## src/rtl/pipe_ctrl_pkg.sv

```systemverilog
// rtl/pipe_ctrl_pkg.sv - shared state encoding and control bundle for the hazard sequencer
package pipe_ctrl_pkg;

    typedef enum logic [1:0] {
        RUN      = 2'd0,
        MEM_WAIT = 2'd1,
        ERROR    = 2'd2
    } state_t;

    localparam logic [4:0] REG_ZERO = 5'd0;

    typedef struct packed {
        logic pc_en;
        logic ifid_en;
        logic ifid_flush;
        logic idex_en;
        logic idex_bubble;
        logic exmem_en;
        logic memwb_en;
        logic memwb_bubble;
    } ctrl_t;

    // Normal flow: every stage advances, nothing squashed
    localparam ctrl_t CTRL_DEFAULT = '{
        pc_en: 1'b1, ifid_en: 1'b1, ifid_flush: 1'b0, idex_en: 1'b1,
        idex_bubble: 1'b0, exmem_en: 1'b1, memwb_en: 1'b1, memwb_bubble: 1'b0
    };

    // Whole pipeline holds its contents
    localparam ctrl_t CTRL_FREEZE = '{
        pc_en: 1'b0, ifid_en: 1'b0, ifid_flush: 1'b0, idex_en: 1'b0,
        idex_bubble: 1'b0, exmem_en: 1'b0, memwb_en: 1'b0, memwb_bubble: 1'b0
    };

    // Every register loads and every squash is on, so unreset registers fill with NOPs
    localparam ctrl_t CTRL_RESET = '{
        pc_en: 1'b1, ifid_en: 1'b1, ifid_flush: 1'b1, idex_en: 1'b1,
        idex_bubble: 1'b1, exmem_en: 1'b1, memwb_en: 1'b1, memwb_bubble: 1'b1
    };

    function automatic logic any_hold(input ctrl_t c);
        return !(c.pc_en & c.ifid_en & c.idex_en & c.exmem_en & c.memwb_en);
    endfunction

endpackage

```

## src/rtl/sat_counter.sv

```systemverilog
// rtl/sat_counter.sv - saturating event counter with synchronous clear
module sat_counter #(
    parameter int WIDTH = 16
) (
    input  logic             clk,
    input  logic             rst,
    input  logic             clr,
    input  logic             inc,
    output logic [WIDTH-1:0] value
);

    // Clear beats increment; the count sticks at all-ones
    always_ff @(posedge clk) begin
        if (rst || clr) begin
            value <= '0;
        end else if (inc && (value != '1)) begin
            value <= value + 1'b1;
        end
    end

endmodule

```

## src/rtl/pipe_hazard_ctrl.sv

```systemverilog
// rtl/pipe_hazard_ctrl.sv - stall/flush sequencer for the 5-stage pipeline
module pipe_hazard_ctrl #(
    parameter int MAX_WAIT = 16,
    parameter int CNT_W    = 16
) (
    input  logic             clk_i,
    input  logic             rst_i,
    input  logic [4:0]       ID_rs_i,
    input  logic [4:0]       ID_rt_i,
    input  logic             ID_uses_rt_i,
    input  logic             EX_MemRead_i,
    input  logic [4:0]       EX_rt_i,
    input  logic             br_taken_i,
    input  logic             jump_i,
    input  logic             dmem_req_i,
    input  logic             dmem_ready_i,
    input  logic             cnt_clr_i,
    output logic             PC_en_o,
    output logic             IFID_en_o,
    output logic             IFID_flush_o,
    output logic             IDEX_en_o,
    output logic             IDEX_bubble_o,
    output logic             EXMEM_en_o,
    output logic             MEMWB_en_o,
    output logic             MEMWB_bubble_o,
    output logic             err_o,
    output logic [1:0]       state_o,
    output logic [CNT_W-1:0] stall_cnt_o,
    output logic [CNT_W-1:0] flush_cnt_o
);

    import pipe_ctrl_pkg::*;

    localparam logic [7:0] WAIT_LIMIT = 8'(MAX_WAIT);

    state_t     state;
    state_t     state_next;
    logic [7:0] wait_cnt;
    logic [7:0] wait_next;
    logic       load_use;
    logic       mem_stall;
    logic       run_eval;
    ctrl_t      ctrl;
    ctrl_t      ctrl_out;
    logic       stall_ev;
    logic       flush_ev;

    // Hazard detection; a load into $zero never creates a dependency
    always_comb begin
        load_use  = EX_MemRead_i && (EX_rt_i != REG_ZERO) &&
                    ((EX_rt_i == ID_rs_i) || (ID_uses_rt_i && (EX_rt_i == ID_rt_i)));
        mem_stall = dmem_req_i && !dmem_ready_i;
    end

    // Next state, wait counter and pipeline controls; freeze outranks load-use outranks flush
    always_comb begin
        state_next = state;
        wait_next  = wait_cnt;
        ctrl       = CTRL_DEFAULT;
        run_eval   = 1'b0;
        case (state)
            RUN: begin
                if (mem_stall) begin
                    ctrl       = CTRL_FREEZE;
                    state_next = MEM_WAIT;
                    wait_next  = 8'd1;
                end else begin
                    run_eval  = 1'b1;
                    wait_next = 8'd0;
                end
            end
            MEM_WAIT: begin
                if (!dmem_ready_i) begin
                    ctrl = CTRL_FREEZE;
                    if (wait_cnt == WAIT_LIMIT) begin
                        state_next = ERROR;
                    end else begin
                        wait_next = wait_cnt + 8'd1;
                    end
                end else begin
                    run_eval   = 1'b1;
                    state_next = RUN;
                    wait_next  = 8'd0;
                end
            end
            ERROR: begin
                ctrl = CTRL_FREEZE;
            end
            default: begin
                ctrl       = CTRL_FREEZE;
                state_next = RUN;
                wait_next  = 8'd0;
            end
        endcase
        // A branch that depends on the load in EX is held back, not flushed
        if (run_eval) begin
            if (load_use) begin
                ctrl.pc_en       = 1'b0;
                ctrl.ifid_en     = 1'b0;
                ctrl.idex_bubble = 1'b1;
            end else if (br_taken_i || jump_i) begin
                ctrl.ifid_flush = 1'b1;
            end
        end
    end

    // Reset overrides the controls so the datapath fills with NOPs
    always_comb begin
        ctrl_out = ctrl;
        if (rst_i) begin
            ctrl_out = CTRL_RESET;
        end
    end

    // Event qualifiers for the debug counters
    always_comb begin
        stall_ev = !rst_i && (state != ERROR) && any_hold(ctrl);
        flush_ev = !rst_i && ctrl.ifid_flush;
    end

    // State and wait-counter registers
    always_ff @(posedge clk_i) begin
        if (rst_i) begin
            state    <= RUN;
            wait_cnt <= 8'd0;
        end else begin
            state    <= state_next;
            wait_cnt <= wait_next;
        end
    end

    sat_counter #(.WIDTH(CNT_W)) u_stall_cnt (
        .clk   (clk_i),
        .rst   (rst_i),
        .clr   (cnt_clr_i),
        .inc   (stall_ev),
        .value (stall_cnt_o)
    );

    sat_counter #(.WIDTH(CNT_W)) u_flush_cnt (
        .clk   (clk_i),
        .rst   (rst_i),
        .clr   (cnt_clr_i),
        .inc   (flush_ev),
        .value (flush_cnt_o)
    );

    assign PC_en_o        = ctrl_out.pc_en;
    assign IFID_en_o      = ctrl_out.ifid_en;
    assign IFID_flush_o   = ctrl_out.ifid_flush;
    assign IDEX_en_o      = ctrl_out.idex_en;
    assign IDEX_bubble_o  = ctrl_out.idex_bubble;
    assign EXMEM_en_o     = ctrl_out.exmem_en;
    assign MEMWB_en_o     = ctrl_out.memwb_en;
    assign MEMWB_bubble_o = ctrl_out.memwb_bubble;
    assign err_o          = (state == ERROR);
    assign state_o        = state;

endmodule

```

## config.mk

```make
export PLATFORM = sky130hd
export DESIGN_NAME = pipe_hazard_ctrl
export DESIGN_NICKNAME = d
export VERILOG_FILES = /design/src/rtl/pipe_ctrl_pkg.sv /design/src/rtl/sat_counter.sv /design/src/rtl/pipe_hazard_ctrl.sv
export SDC_FILE = /design/constraint.sdc
export NUM_CORES = 1
export LEC_CHECK = 0
export CORE_MARGIN = 3
export CORE_UTILIZATION = 48
export DETAILED_ROUTE_END_ITERATION = 7
export PLACE_DENSITY = 0.8
export REMOVE_ABC_BUFFERS = 1
export SYNTH_ARGS = -nofsm -noshare
export SYNTH_HDL_FRONTEND = slang
export SYNTH_SLANG_ARGS = --single-unit
```

## constraint.sdc

```tcl
create_clock -name clk_i -period 4.4 [get_ports clk_i]
set_clock_uncertainty 0.05 [all_clocks]
set_input_delay 1.32 -clock clk_i [delete_from_list [all_inputs] [get_ports clk_i]]
set_output_delay 1.32 -clock clk_i [all_outputs]
set_load 0.05 [all_outputs]
```

==> flow_metrics.py, run 1 <==
metrics = {
    "timing": {
        "max_freq_mhz": 236,
        "setup_violations": 0,
        "hold_viol_final": 0,
        "slew_headroom_pct": 40.0,
        "worstMarginPinSlew_ns": 0.901,
        "fin_setup_tns_ns": 0,
        "post-route-period-util_pct": 96.4,
        "drv_slew": 0,
        "finalCriticalPeriod_ns": 4.24,
        "rsz0062_at_grt": "no",
    },
    "worst_setup_path": {
        "required_ns": 3.03,
        "r2r_slack_ns": 2.15,
        "cp.arrival_ns": 2.87,
        "ff2ff_path_depth": 8,
        "worst_setup_path_end_kind": "output port",
        "rr_startpoint": "wait_cnt[0]",
        "worstPathMaxFanout": 3,
        "crit_type": "in -> out",
        "r2r-end": "wait_cnt[7]",
        "crit_path_start_kind": "primary input",
    },
    "place": {
        "gp_congestion": 0.799,
        "dp_hpwl_mm": 4.54,
        "port-buffer-count": 66,
    },
    "pwr": {
        "p_total_w": 0.000757,
        "power_density_mw_per_mm2": 228,
        "vdd_drop_max_uv": 186,
        "p_leak_nw": 1.01,
    },
    "floorplanning": {
        "die_h_um": 77.4,
        "initial_core_util_pct": 50.8,
        "core-area_mm2": 0.00482,
        "io_pins": 67,
        "die_area_mm2": 0.00599,
        "rows": 25,
        "die_w_um": 77.4,
    },
    "yosys": {
        "synth.cell_area_mm2": 0.00245,
        "avgSynthCellArea_um2": 8.22,
        "synthArstFlopShare_pct": 0,
        "ys_types": 52,
        "ys_top_cells_by_area": "dfxtp_1, or4_1, a21oi_1, o31ai_1, xnor2_1",
        "synth_edf_count": 0,
        "ys_seq_area_share_pct": 34.3,
        "synth_top_area_share_pct": 34.3,
        "netlist_instances": 298,
        "synth_area_leader_cell": "dfxtp_1",
        "ys.flop_type": "dfxtp_1",
        "synth-seq-cells": 42,
        "synth_commonest_cells": "dfxtp_1, a21oi_1, nand2_1, nor2_1, or4_1",
        "synth_most_common_cell": "dfxtp_1",
        "yosysWarningCount": 0,
    },
    "detailed_routing": {
        "drtAntennaViolNets": 0,
        "drc": 0,
        "totalWireLength_mm": 6.16,
        "dr.pass1.iters": 4,
        "wire_per_inst_um": 14.3,
        "vias_per_cell": 5.81,
        "dr_total_vias": 2506,
        "initialDrtViolationCount": 156,
    },
    "cts": {
        "cts_tree": "built",
        "cts.htree.levels": 2,
        "clk_latency_ns": 0.30,
        "cts_sinks": 42,
        "path_clk_slew_ns": 0.08,
        "cts_buffer_depth": 2,
        "cts_buffers": 5,
        "cts_hold_buf": 0,
        "cts-root-buf": "clkbuf_8",
    },
    "final_layout": {
        "regArea_um2": 841,
        "antennaDiodeCount": 0,
        "syn_to_final_growth_pct": 35.4,
        "drive_gt1_share_pct": 10.2,
        "fillCellCount": 402,
        "multi_input_area_mm2": 0.00146,
        "nNetsFinal": 391,
    },
    "global_routing": {
        "grt.total_usage_pct": 20.6,
        "grt_pass1_vias": 2324,
        "grt_first_pass_wirelength_mm": 10.3,
        "antenna_found_initial": 0,
        "grt_overflow": 0,
        "grt_max_degree": 32,
    },
    "min_path": {
        "min_from": "u_flush_cnt.value[9]",
        "whs_endpoint": "u_flush_cnt.value[9]",
        "min_path_cells": 2,
        "hold_class": "reg -> reg",
    },
    "status": {
        "outcome": "completed",
    },
    "flow_run": {
        "cap_violations": 0,
    },
}
-- where the power goes --
group          total, W  internal (W)  switching (W)
sequential     0.000383      0.000381     0.00000190
combinational  0.000122     0.0000561      0.0000659
clock          0.000252      0.000112       0.000140
-- metrics by stage --
step | setup WS [ns] | cells | instance area [um^2] | hold slack [ns] | util [%]
global route | 0.0670 | 431 | 3320 | 0.459 | 68.8
detailed placement | -0.0255 | 422 | 3210 | 0.444 | 66.7
global placement | 0.0246 | 422 | 3210 | 0.434 | 66.7
CTS | 0.00475 | 430 | 3300 | 0.454 | 68.4
floorplan | -0.261 | 280 | 2320 | 0.435 | -
finish | 0.157 | 431 | 3320 | 0.449 | 68.8
-- worst max-delay path by stage --
stage | start | endpoint | slack, ns
after floorplan | EX_rt_i[1] | IFID_flush_o | -0.26
after global placement | EX_rt_i[3] | IFID_flush_o | 0.02
after detailed placement | EX_rt_i[3] | IFID_flush_o | -0.03
after CTS | EX_rt_i[1] | IFID_en_o | 0.005
after global routing | EX_rt_i[0] | IDEX_bubble_o | 0.07
final | EX_rt_i[0] | IDEX_bubble_o | 0.16
-- critical path, cell delays in order --
cell and delay (ns):
clkdlybuf4s50_1 0.54, xnor2_1 0.14, nand3_1 0.13, o22a_2 0.28, o31ai_2 0.27, buf_12 0.18
-- cells by family after synthesis --
| logic type | count (synthesis) | synth area share (%) |
|---|---|---|
| AND/OR/NAND/NOR | 132 | 30.0 |
| AO/OA/AOI/OAI | 75 | 19.9 |
| flip-flops | 42 | 34.3 |
| buffers and inverters | 25 | 6.34 |
| XOR/XNOR | 17 | 6.08 |
| adder cells (fa/ha/maj) | 4 | 2.04 |
| multiplexers | 3 | 1.23 |
-- repair_timing --
| action | in CTS | in global routing |
|---|---|---|
| endpoints found under the setup margin | 3 | 4 |
| hold endpoints to repair | 0 | 0 |
| pin swaps | 0 | 5 |
| resized for setup | 3 | 4 |
| setup buffers | 0 | 1 |
-- cells in the final DEF (no fill, tap or decap), types with 8 or more instances in the layout --
| master | instances |
|---|---|
| a21oi_1 | 29 |
| buf_12 | 8 |
| buf_4 | 10 |
| clkdlybuf4s50_1 | 54 |
| dfxtp_1 | 42 |
| nand2_1 | 26 |
| nand3_1 | 12 |
| nand4_1 | 15 |
| nor2_1 | 22 |
| o31ai_1 | 16 |
| or3_1 | 13 |
| or4_1 | 20 |
| xnor2_1 | 13 |
-- flip-flops by register name, summed over array words and instances, names as in the netlist --
register,count
state_o,2
u_flush_cnt.value,16
u_stall_cnt.value,16
wait_cnt,8
-- metal layers --
| layer | wire (um) | up-vias | global-route usage, % |
|---|---|---|---|
| met2 | 3020 | 55 | 35.4 |
| met5 | 0 | - | 0 |
| met3 | 239 | 12 | 3.94 |
| met1 | 2750 | 1192 | 24.6 |
| li1 | - | 1247 | - |
| met4 | 147 | 0 | 9.61 |
-- layout make-up --
type / instances / area share (%)
Tap cell: 67 / 2.53
Clock buffer: 6 / 2.19
Timing Repair Buffer: 76 / 24.7
Multi-Input combinational cell: 231 / 44.0
Clock inverter: 2 / 0.415
Sequential cell: 42 / 25.4
Inverter: 7 / 0.792
Power figures use the tool's default switching activity.
==> run 2: changes to the inputs <==
Settings changed: TNS_END_PERCENT set to 5.
==> flow_metrics.py, run 2 (synthesis gave the netlist of run 1 again) <==
metrics = {
    "status": {
        "outcome": "finished, violations left",
        "violations": "negative setup slack",
    },
    "global_routing": {
        "grt.total_usage_pct": 20.6,
        "grt_pass1_vias": 2324,
        "antenna_found_initial": 0,
        "grt_first_pass_wirelength_mm": 10.3,
        "grt_max_degree": 32,
        "grt_overflow": 0,
    },
    "cts": {
        "path_clk_slew_ns": 0.08,
        "clk_latency_ns": 0.30,
        "cts_setup_buffers": 0,
        "cts_hold_buf": 0,
        "cts_buffer_depth": 2,
        "cts.htree.levels": 2,
        "cts-root-buf": "clkbuf_8",
        "cts_sinks": 42,
        "cts_tree": "built",
        "cts_buffers": 5,
    },
    "worst_setup_path": {
        "crit_path_start_kind": "primary input",
        "required_ns": 3.03,
        "worstPathMaxFanout": 3,
        "ff2ff_path_depth": 8,
        "cp.arrival_ns": 3.03,
        "crit_type": "in -> out",
        "worst_setup_path_end_kind": "output port",
    },
    "pwr": {
        "p_leak_nw": 0.987,
        "power_density_mw_per_mm2": 229,
        "p_total_w": 0.000755,
        "vdd_drop_max_uv": 186,
    },
    "timing": {
        "drv_slew": 0,
        "post-route-period-util_pct": 100,
        "finalCriticalPeriod_ns": 4.40,
        "rsz0062_at_grt": "yes",
        "setup_violations": 1,
        "max_freq_mhz": 227,
        "fin_ws_ns": -0.000752,
        "hold_viol_final": 0,
        "worstMarginPinSlew_ns": 0.919,
        "slew_headroom_pct": 38.7,
    },
    "floorplanning": {
        "core-area_mm2": 0.00482,
        "die_h_um": 77.4,
        "rows": 25,
        "die_area_mm2": 0.00599,
        "initial_core_util_pct": 50.8,
        "die_w_um": 77.4,
        "io_pins": 67,
    },
    "min_path": {
        "min_path_cells": 2,
        "hold_class": "reg -> reg",
    },
    "detailed_routing": {
        "drtAntennaViolNets": 0,
        "initialDrtViolationCount": 147,
        "dr.pass1.iters": 4,
        "vias_per_cell": 5.84,
        "drc": 0,
        "wire_per_inst_um": 14.3,
        "totalWireLength_mm": 6.13,
        "dr_total_vias": 2512,
    },
    "final_layout": {
        "final_cell_mix": "clkdlybuf4s50_1, dfxtp_1, a21oi_1",
        "fillCellCount": 408,
        "stdcell_area_mm2": 0.00330,
        "antennaDiodeCount": 0,
        "nNetsFinal": 390,
        "final_common_cell": "clkdlybuf4s50_1",
        "drive_gt1_share_pct": 9.92,
        "largestRegisters": "u_flush_cnt.value: 16 flops, u_stall_cnt.value: 16 flops, wait_cnt: 8 flops",
        "syn_to_final_growth_pct": 34.8,
    },
    "flow_run": {
        "cap_violations": 0,
    },
    "place": {
        "dp_hpwl_mm": 4.54,
        "gp_congestion": 0.799,
        "post_dp_cell_area_mm2": 0.00321,
        "port-buffer-count": 66,
    },
}
==> run 2: cell count changes in the layout (fill, tap and decap cells not counted), sizes merged <==
cell / change
buf: -1
clkdlybuf4s50: +2
dlymetal6s2s: -2
==> run 2: stage by stage <==
| step | setup TNS, ns | worst slack [ns] | hold slack (ns) | instances | utilization, % |
|---|---|---|---|---|---|
| 3_3_place_gp | 0 | 0.0246 | 0.434 | 422 | 66.7 |
| 5_1_grt | -0.138 | -0.0473 | 0.459 | 430 | 68.5 |
| 3_5_place_dp | -0.0395 | -0.0255 | 0.444 | 422 | 66.7 |
| 6_report | -0.000752 | -0.000752 | 0.451 | 430 | 68.5 |
| 4_1_cts | 0 | 0.00475 | 0.454 | 430 | 68.4 |
| 2_1_floorplan | -0.764 | -0.261 | 0.435 | 280 | - |
==> run 2: path summary, 6_finish.rpt <==
| check | from | endpoint | slack (ns) |
|---|---|---|---|
| worst max register to register | wait_cnt[0] | wait_cnt[7] | 2.16 |
| worst min register to register | u_flush_cnt.value[9] | u_flush_cnt.value[9] | 0.45 |
| worst max-delay path | EX_rt_i[1] | IFID_en_o | -0.0008 |
| worst min-delay path | u_flush_cnt.value[9] | u_flush_cnt.value[9] | 0.45 |
==> run 2: where the power goes <==
part / switching [W] / internal (W)
Sequential: 0.00000189 / 0.000381
Clock: 0.000139 / 0.000112
Combinational: 0.0000657 / 0.0000554
Total: 0.000206 / 0.000549
==> run 2: timing repair <==
item | in CTS | in global routing
gates resized for setup | 3 | 1
pin swaps | 0 | 1
setup endpoints to repair | 3 | 4
==> run 2: critical path, cell delays in order <==
cell,delay (ns)
clkdlybuf4s50_1,0.42
or4_4,0.55
o21a_1,0.22
a21oi_2,0.17
or2_2,0.20
buf_12,0.15
==> run 2: cell type report <==
| type | count | area (um^2) | area share, % |
|---|---|---|---|
| Clock buffer | 6 | 72.6 | 2.20 |
| Clock inverter | 2 | 13.8 | 0.417 |
| Inverter | 7 | 26.3 | 0.796 |
| Multi-Input combinational cell | 231 | 1460 | 44.2 |
| Sequential cell | 42 | 841 | 25.5 |
| Tap cell | 67 | 83.8 | 2.54 |
| Timing Repair Buffer | 75 | 806 | 24.4 |
==> run 2: layer usage <==
| layer | wire [um] | global-route usage (%) |
|---|---|---|
| met3 | 260 | 3.94 |
| met4 | 165 | 9.61 |
| met5 | 0 | 0 |
| met2 | 3020 | 35.4 |
| met1 | 2690 | 24.6 |
